**config.mk**
```make
export PLATFORM = sky130hd
export DESIGN_NAME = marble_dispenser
export DESIGN_NICKNAME = d
export VERILOG_FILES = /design/src/rtl/marble_dispenser.sv
export SDC_FILE = /design/constraint.sdc
export NUM_CORES = 1
export LEC_CHECK = 0
export CELL_PAD_IN_SITES_DETAIL_PLACEMENT = 1
export CELL_PAD_IN_SITES_GLOBAL_PLACEMENT = 1
export CORE_MARGIN = 5
export CORE_UTILIZATION = 36
export CTS_CLUSTER_DIAMETER = 30
export DETAILED_ROUTE_END_ITERATION = 8
export HOLD_SLACK_MARGIN = 0.02
export PLACE_DENSITY_LB_ADDON = 0.08
export SLEW_MARGIN = 20
export SYNTH_ARGS = -nofsm -noshare
export SYNTH_HDL_FRONTEND = slang
export SYNTH_SLANG_ARGS = --single-unit
```
**constraint.sdc**
```tcl
create_clock -name i_clk -period 2.05 [get_ports i_clk]
set_input_delay 0.205 -clock i_clk [delete_from_list [all_inputs] [get_ports i_clk]]
set_output_delay 0.205 -clock i_clk [all_outputs]
set_load 0.02 [all_outputs]
```
**src/rtl/marble_dispenser.sv**
```systemverilog
// Marble source for the top ramp: edge-detects start buttons and bottom levers, releases one marble per request.
// Latency: a request edge sampled at edge N gives a one-cycle o_blue/o_red pulse from edge N; counts update at edge N.
// No backpressure: requests outside IDLE/FLIGHT are dropped, and i_halt freezes the block until reset.
module marble_dispenser #(
  parameter int BLUE_COUNT = 8,
  parameter int RED_COUNT  = 8,
  parameter int CNT_W      = 5,
  parameter int TIMEOUT    = 1024
) (
  input  logic             i_clk,
  input  logic             i_rst_n,
  input  logic             i_start_blue,
  input  logic             i_start_red,
  input  logic             i_trig_left,
  input  logic             i_trig_right,
  input  logic             i_halt,
  output logic             o_blue,
  output logic             o_red,
  output logic [CNT_W-1:0] o_blue_left,
  output logic [CNT_W-1:0] o_red_left,
  output logic             o_busy,
  output logic             o_halted,
  output logic             o_empty,
  output logic             o_lost,
  output logic             o_conflict
);

  // Flight counter only needs to reach TIMEOUT-1; one spare bit keeps small TIMEOUT values safe.
  localparam int              FC_W    = $clog2(TIMEOUT) + 1;
  localparam logic [FC_W-1:0] FC_LAST = FC_W'(TIMEOUT - 1);

  typedef enum logic [1:0] {
    S_IDLE    = 2'd0,
    S_RELEASE = 2'd1,
    S_FLIGHT  = 2'd2,
    S_HALTED  = 2'd3
  } state_t;

  state_t            state;
  state_t            next_state;
  logic              color_blue;
  logic              next_color_blue;
  logic [FC_W-1:0]   flight_cnt;

  logic prev_start_blue;
  logic prev_start_red;
  logic prev_trig_left;
  logic prev_trig_right;

  logic ev_start_blue;
  logic ev_start_red;
  logic ev_trig_left;
  logic ev_trig_right;

  logic req_vld;
  logic req_blue;
  logic dec_blue;
  logic dec_red;
  logic set_empty;
  logic set_lost;
  logic set_conflict;

  assign ev_start_blue = i_start_blue & ~prev_start_blue;
  assign ev_start_red  = i_start_red  & ~prev_start_red;
  assign ev_trig_left  = i_trig_left  & ~prev_trig_left;
  assign ev_trig_right = i_trig_right & ~prev_trig_right;

  // Previous-sample registers for rising-edge detection; cleared so inputs held through reset fire once.
  always_ff @(posedge i_clk) begin
    if (!i_rst_n) begin
      prev_start_blue <= 1'b0;
      prev_start_red  <= 1'b0;
      prev_trig_left  <= 1'b0;
      prev_trig_right <= 1'b0;
    end else begin
      prev_start_blue <= i_start_blue;
      prev_start_red  <= i_start_red;
      prev_trig_left  <= i_trig_left;
      prev_trig_right <= i_trig_right;
    end
  end

  // Next-state decision: pick the request source per state, resolve it against the reservoir, halt overrides all.
  always_comb begin
    next_state      = state;
    next_color_blue = color_blue;
    req_vld         = 1'b0;
    req_blue        = 1'b0;
    dec_blue        = 1'b0;
    dec_red         = 1'b0;
    set_empty       = 1'b0;
    set_lost        = 1'b0;
    set_conflict    = 1'b0;

    case (state)
      S_IDLE: begin
        req_vld  = ev_start_blue | ev_start_red;
        req_blue = ev_start_blue;
      end
      S_RELEASE: begin
        next_state = S_FLIGHT;
      end
      S_FLIGHT: begin
        req_vld      = ev_trig_left | ev_trig_right;
        req_blue     = ev_trig_left;
        set_conflict = ev_trig_left & ev_trig_right;
        // A lever event on the last flight cycle wins over the timeout.
        if (!req_vld && (flight_cnt == FC_LAST)) begin
          set_lost   = 1'b1;
          next_state = S_IDLE;
        end
      end
      default: begin
        next_state = S_HALTED;
      end
    endcase

    if (req_vld) begin
      if (req_blue) begin
        if (o_blue_left != '0) begin
          dec_blue        = 1'b1;
          next_state      = S_RELEASE;
          next_color_blue = 1'b1;
        end else begin
          set_empty  = 1'b1;
          next_state = S_IDLE;
        end
      end else begin
        if (o_red_left != '0) begin
          dec_red         = 1'b1;
          next_state      = S_RELEASE;
          next_color_blue = 1'b0;
        end else begin
          set_empty  = 1'b1;
          next_state = S_IDLE;
        end
      end
    end

    // The interceptor wins over everything, including a release that would start this cycle.
    if (i_halt) begin
      next_state   = S_HALTED;
      dec_blue     = 1'b0;
      dec_red      = 1'b0;
      set_empty    = 1'b0;
      set_lost     = 1'b0;
      set_conflict = 1'b0;
    end
  end

  // State, latched colour and flight counter.
  always_ff @(posedge i_clk) begin
    if (!i_rst_n) begin
      state      <= S_IDLE;
      color_blue <= 1'b0;
      flight_cnt <= '0;
    end else begin
      state      <= next_state;
      color_blue <= next_color_blue;
      if (state == S_RELEASE) begin
        flight_cnt <= '0;
      end else if (state == S_FLIGHT) begin
        flight_cnt <= flight_cnt + 1'b1;
      end
    end
  end

  // Reservoir counts and sticky status flags.
  always_ff @(posedge i_clk) begin
    if (!i_rst_n) begin
      o_blue_left <= CNT_W'(BLUE_COUNT);
      o_red_left  <= CNT_W'(RED_COUNT);
      o_empty     <= 1'b0;
      o_lost      <= 1'b0;
      o_conflict  <= 1'b0;
    end else begin
      if (dec_blue) o_blue_left <= o_blue_left - 1'b1;
      if (dec_red)  o_red_left  <= o_red_left - 1'b1;
      if (set_empty)    o_empty    <= 1'b1;
      if (set_lost)     o_lost     <= 1'b1;
      if (set_conflict) o_conflict <= 1'b1;
    end
  end

  // Registered view of the next state: release pulses, busy and halted.
  always_ff @(posedge i_clk) begin
    if (!i_rst_n) begin
      o_blue   <= 1'b0;
      o_red    <= 1'b0;
      o_busy   <= 1'b0;
      o_halted <= 1'b0;
    end else begin
      o_blue   <= (next_state == S_RELEASE) &&  next_color_blue;
      o_red    <= (next_state == S_RELEASE) && !next_color_blue;
      o_busy   <= (next_state == S_RELEASE) || (next_state == S_FLIGHT);
      o_halted <= (next_state == S_HALTED);
    end
  end

endmodule
```
Word level (Yosys, flattened, before mapping) --
Cells that the tools add are included.
Operators by class: mux-type cells 31, reduce and logical (&&, ||, !) cells 10, add/sub/neg operators 3, bitwise operators 12, equality and inequality tests 6
Operator list (count):
- 1-bit 2-to-1 mux | 24
- 11-bit by 1-bit adder with 11-bit output, second input constant | 1
- 11-bit by 10-bit == test with 1-bit output, second input constant | 1
- 5-bit nonzero test | 2
- 5-bit by 1-bit subtractor with 5-bit output, second input constant | 2
- 2-bit 2-to-1 mux | 4
- 2-bit == test, second input constant | 3
- 2-bit case mux with 3 select lines | 1
- 1-bit AND | 5
- 1-bit inverter | 5
- 2-bit by 1-bit == test with 1-bit output, second input constant | 2
- 1-bit case mux with 2 select lines | 2
- 1-bit logical AND | 3
- 1-bit logical NOT | 2
- 2-bit logical NOT | 1
- 1-bit bitwise OR | 2
- 2-bit OR reduction | 1
- 1-bit logical OR | 1
Word-level totals: bits in registers 35

Longest topological paths before layout --
word-level depth 11, depth in mapped cells 8, depth with buffers taken out 8

Worst setup path after synthesis --
OpenSTA, ideal clock, no wires.
path kind reg-to-reg, start register o_blue_left[0], end register o_busy, data required time 1935 ps, cell stages (with the launch flop) 9, data arrival time 1963 ps, buffers on the path 0, period minus slack after synthesis 2078 ps, path slack -28 ps, cell sequence dfxtp_1 -> inv_1 -> ha_1 -> nor4b_2 -> o21ai_0 -> a221oi_1 -> a31oi_2 -> ha_1 -> and2_1
On the way: word-level cells in the longest chain between the ends 7, elaborated cells on any way between the ends 8
RTL lines:
- from (decl) | RTL line 19 | output logic [CNT_W-1:0] o_blue_left,
- from (signal assigned) | RTL line 171 | o_blue_left <= CNT_W'(BLUE_COUNT);
- from (signal assigned) | RTL line 177 | if (dec_blue) o_blue_left <= o_blue_left - 1'b1;
- 5-bit nonzero test * | RTL line 120 | if (o_blue_left != '0) begin
- 1-bit 2-to-1 mux * | RTL line 120
- 2-bit 2-to-1 mux * | RTL line 119 | if (req_blue) begin
- 2-bit 2-to-1 mux * | RTL line 118 | if (req_vld) begin
- 2-bit 2-to-1 mux * | RTL line 141 | if (i_halt) begin
- named net next_state[0] | RTL line 40 | state_t next_state;
- 2-bit by 1-bit == test with 1-bit output or 2-bit == test (tied branches) | RTL line 195 | o_busy <= (next_state == S_RELEASE) || (next_state == S_FLIGHT);
- 1-bit logical OR * | RTL line 195
- to (signal assigned) | RTL line 195
- to (decl) | RTL line 21 | output logic o_busy,
Mark *: on every way through the listed nets, which the timed path passes. The rest lies on a longest branch. A chain may end at the register's enable or synchronous reset.

Worst setup path after layout --
start register o_red_left[0], end register o_red_left[3]
On the way: word-level cells in the longest chain between the ends 5, elaborated cells on any way between the ends 6
RTL lines:
- from (decl) | RTL line 20 | output logic [CNT_W-1:0] o_red_left,
- from (signal assigned) | RTL line 172 | o_red_left <= CNT_W'(RED_COUNT);
- from (signal assigned) | RTL line 178 | if (dec_red) o_red_left <= o_red_left - 1'b1;
- 5-bit nonzero test | RTL line 129 | if (o_red_left != '0) begin
- 1-bit 2-to-1 mux | RTL line 129
- 1-bit 2-to-1 mux | RTL line 119
- 1-bit 2-to-1 mux | RTL line 118
- 1-bit 2-to-1 mux | RTL line 141
Several ways; a longest one is shown, not always the timed one.

==> impl_metrics.tcl <==
set metrics [dict create \
    p_clk_frac 0.309 \
    r2r-start "o_red_left[0]" \
    startpoint_type "flop" \
    first_pass_iters 3 \
    ys_async_sr_fraction 0 \
    finalCritPeriodShare 0.939 \
    design.die.area_sq_mm 0.00577 \
    coreArea_sq_mm 0.00429 \
    most-common-layout-cells "dfxtp_1 (33), nor2_1 (26), clkdlybuf4s50_1 (23), buf_4 (23), and2_1 (11)" \
    use_met2 0.235 \
    max_freq_mhz 519 \
    busiest_layer "met2" \
    final-hold-violation-count 0 \
    rsz0062_at_grt "false" \
    diodes 0 \
    finalSetupViolations 0 \
    clock_latency_ns 0.29 \
    fin_worst_skew_ns 0.0120 \
    cts_tree "yes" \
    portBuffers 23 \
    wl_per_cell_um 15.1 \
    period_needed_ns 1.93 \
    reg2reg_depth 8 \
    grt_use_met1 0.179 \
    routed_via_density 5.10 \
    pin_count 24 \
    min_path_type "flop to flop" \
    clock_sinks 35 \
    synth_area_sq_mm 0.00157 \
    place_congestion 0.833 \
    grtUsageTotal 0.147 \
    htreeDepth 2 \
    grt_max_degree 13 \
    die_w_um 75.9 \
    internal-power_mw 1.13 \
    peakVddDrop_mv 0.344 \
    maxCapViolations 0 \
    num_rows 24 \
    drive_above_1_share 0.203 \
    status "complete, no violations" \
    die_h_um 75.9 \
    crit_type "flop to flop" \
    power_frac_comb 0.212 \
    switching_share 0.281 \
    arrival_ns 2.10 \
    antenna_found_initial 0 \
    power_density_mw_per_mm2 732 \
    clockRootBuffer "clkbuf_8" \
    switchingPower_mw 0.440 \
    syn_avg_cell_area_sq_um 9.37 \
    ys_seq_area_frac 0.448 \
    synth_warnings 0 \
    cts_buffer_depth 2 \
    cts_made_buffers 5 \
    syn2layout_area_growth_pct 36.8 \
    r2r_end "o_red_left[3]" \
    hold_start "o_lost" \
    initial_utilization 0.365 \
    reg2reg_slack_ns 0.12 \
    synthFlopType "dfxtp_1" \
    dp_hpwl_um 2980 \
    path_max_fanout 6 \
    synth_edf_count 0 \
    p_leak_nw 0.818 \
    nets 228 \
    synth_cell_type_count 39 \
    num_vias 1371 \
    drt-total-wl_um 4080 \
    min_to "o_lost" \
    grtUsageMet3 0.0486 \
    end_kind "flop" \
    fin_tns_setup_ns 0 \
    first_iter_violations 36 \
    postLayoutCellArea_sq_mm 0.00214 \
    slew-limit-headroom 0.701 \
    grt_pass1_vias 1471 \
    nFillCells 492 \
    worstPathRequired_ns 2.22 \
    route.detailed.drc 0 \
    maxSlewViolCount 0 \
    ys_ff_latch 35 \
    grt_pass1_wl_um 6860 \
    holdPathStages 2 \
    layout_commonest_cell "dfxtp_1" \
    place_area_sq_mm 0.00200 \
    drt.antenna.violating_nets 0 \
    synth_fp_nets 179 \
    syn-instance-count 167 \
    seqPwrFrac 0.478 \
    worst_slew_pin_slew_ns 0.447 \
    clkSlewWorstSetupHoldPaths_ns 0.07 \
    overflow 0 \
]
==> Yosys cell counts (2+ instances only) <==
cell	count	share of area
a211oi_1	2	0.0096
a211oi_4	2	0.026
a21oi_1	7	0.022
a31oi_1	3	0.012
and2_1	11	0.044
and3_1	2	0.0080
and4_1	2	0.011
clkbuf_1	3	0.0072
dfxtp_1	35	0.45
ha_1	5	0.040
inv_1	7	0.017
nand2_1	7	0.017
nand3_1	4	0.013
nand4_1	2	0.0080
nor2_1	26	0.062
nor2b_1	5	0.020
nor3_1	3	0.0096
nor4b_1	2	0.011
nor4b_2	2	0.019
o21ai_0	4	0.013
o21ai_1	4	0.013
or3_1	2	0.0080
xnor2_1	4	0.022
xor2_1	8	0.045
==> worst max-delay path: stages, from the launching register on <==
cell	delay [ns]
dfxtp_1	0.34
inv_1	0.05
ha_1	0.19
nor4b_2	0.17
or3_4	0.35
a211oi_4	0.31
buf_4	0.20
and3_1	0.15
o21ai_1	0.05
==> through the flow <==
step                      std cells  hold WS (ns)  setup WS (ns)  total power [mW]  utilization
final                           269         0.486          0.125              1.57        0.499
after CTS                       266         0.493       0.000171              1.58        0.489
after floorplan                 167         0.327        0.00816             0.935            -
after global placement          258         0.464         -0.194              1.07        0.466
after global routing            269         0.517         0.0146              1.66        0.499
after detailed placement        258         0.476         -0.299              1.08        0.466
==> per-layer routing <==
layer | vias to the layer above | wire (um)
li1 | 675 | -
met1 | 663 | 1920
met2 | 25 | 1920
met3 | 8 | 158
met4 | 0 | 69
met5 | - | 0
==> state kept, by name (all words and copies together), names as in the netlist, 2 cells and up <==
signal and flops:
flight_cnt 11, o_blue_left 5, o_red_left 5, state 2
==> layout make-up <==
cell class | count | area, sq um | area share
Clock inverter | 1 | 5.00 | 0.00234
Tap cell | 52 | 65.1 | 0.0304
Clock buffer | 7 | 76.3 | 0.0357
Multi-Input combinational cell | 121 | 862 | 0.403
Timing Repair Buffer | 46 | 403 | 0.188
Inverter | 7 | 26.3 | 0.0123
Sequential cell | 35 | 703 | 0.328
==> how the worst max path moves through the flow <==
stage,slack (ns),endpoint,startpoint,cells after the start
detailed placement,-0.30,o_busy,i_trig_left,7
floorplan,0.008,o_busy,o_red_left[0],8
finish,0.12,o_red_left[3],o_red_left[0],8
CTS,0.0002,o_busy,state[1],6
global route,0.01,o_busy,o_blue_left[1],8
global placement,-0.19,o_busy,i_trig_left,7
==> logic make-up (layout without fill, tap and decap cells) <==
logic type                 count (synthesis)  count (layout)  synth area share
muxes                                      1               1           0.00640
DFF                                       35              35             0.448
AOI/OAI and AO/OA                         27              27             0.125
adders and majority gates                  5               5            0.0400
and+or+nand+nor                           76              76             0.285
buffers and inverters                     11              61            0.0288
xor gates and xnor gates                  12              12            0.0671
==> what timing repair did <==
action | CTS | global route
hold buffers | 0 | 0
buffers inserted | 0 | 3
pin swaps | 0 | 1
setup endpoints to repair | 2 | 3
resized for setup | 3 | 4
==> power by group through the flow <==
stage	Clock, mW	Combinational [mW]	Sequential (mW)
after floorplan	0	0.149	0.786
after global placement	0	0.308	0.759
after detailed placement	0	0.319	0.761
after CTS	0.505	0.325	0.748
after global routing	0.540	0.365	0.755
final	0.484	0.333	0.749
(Power assumes the default switching activity.)
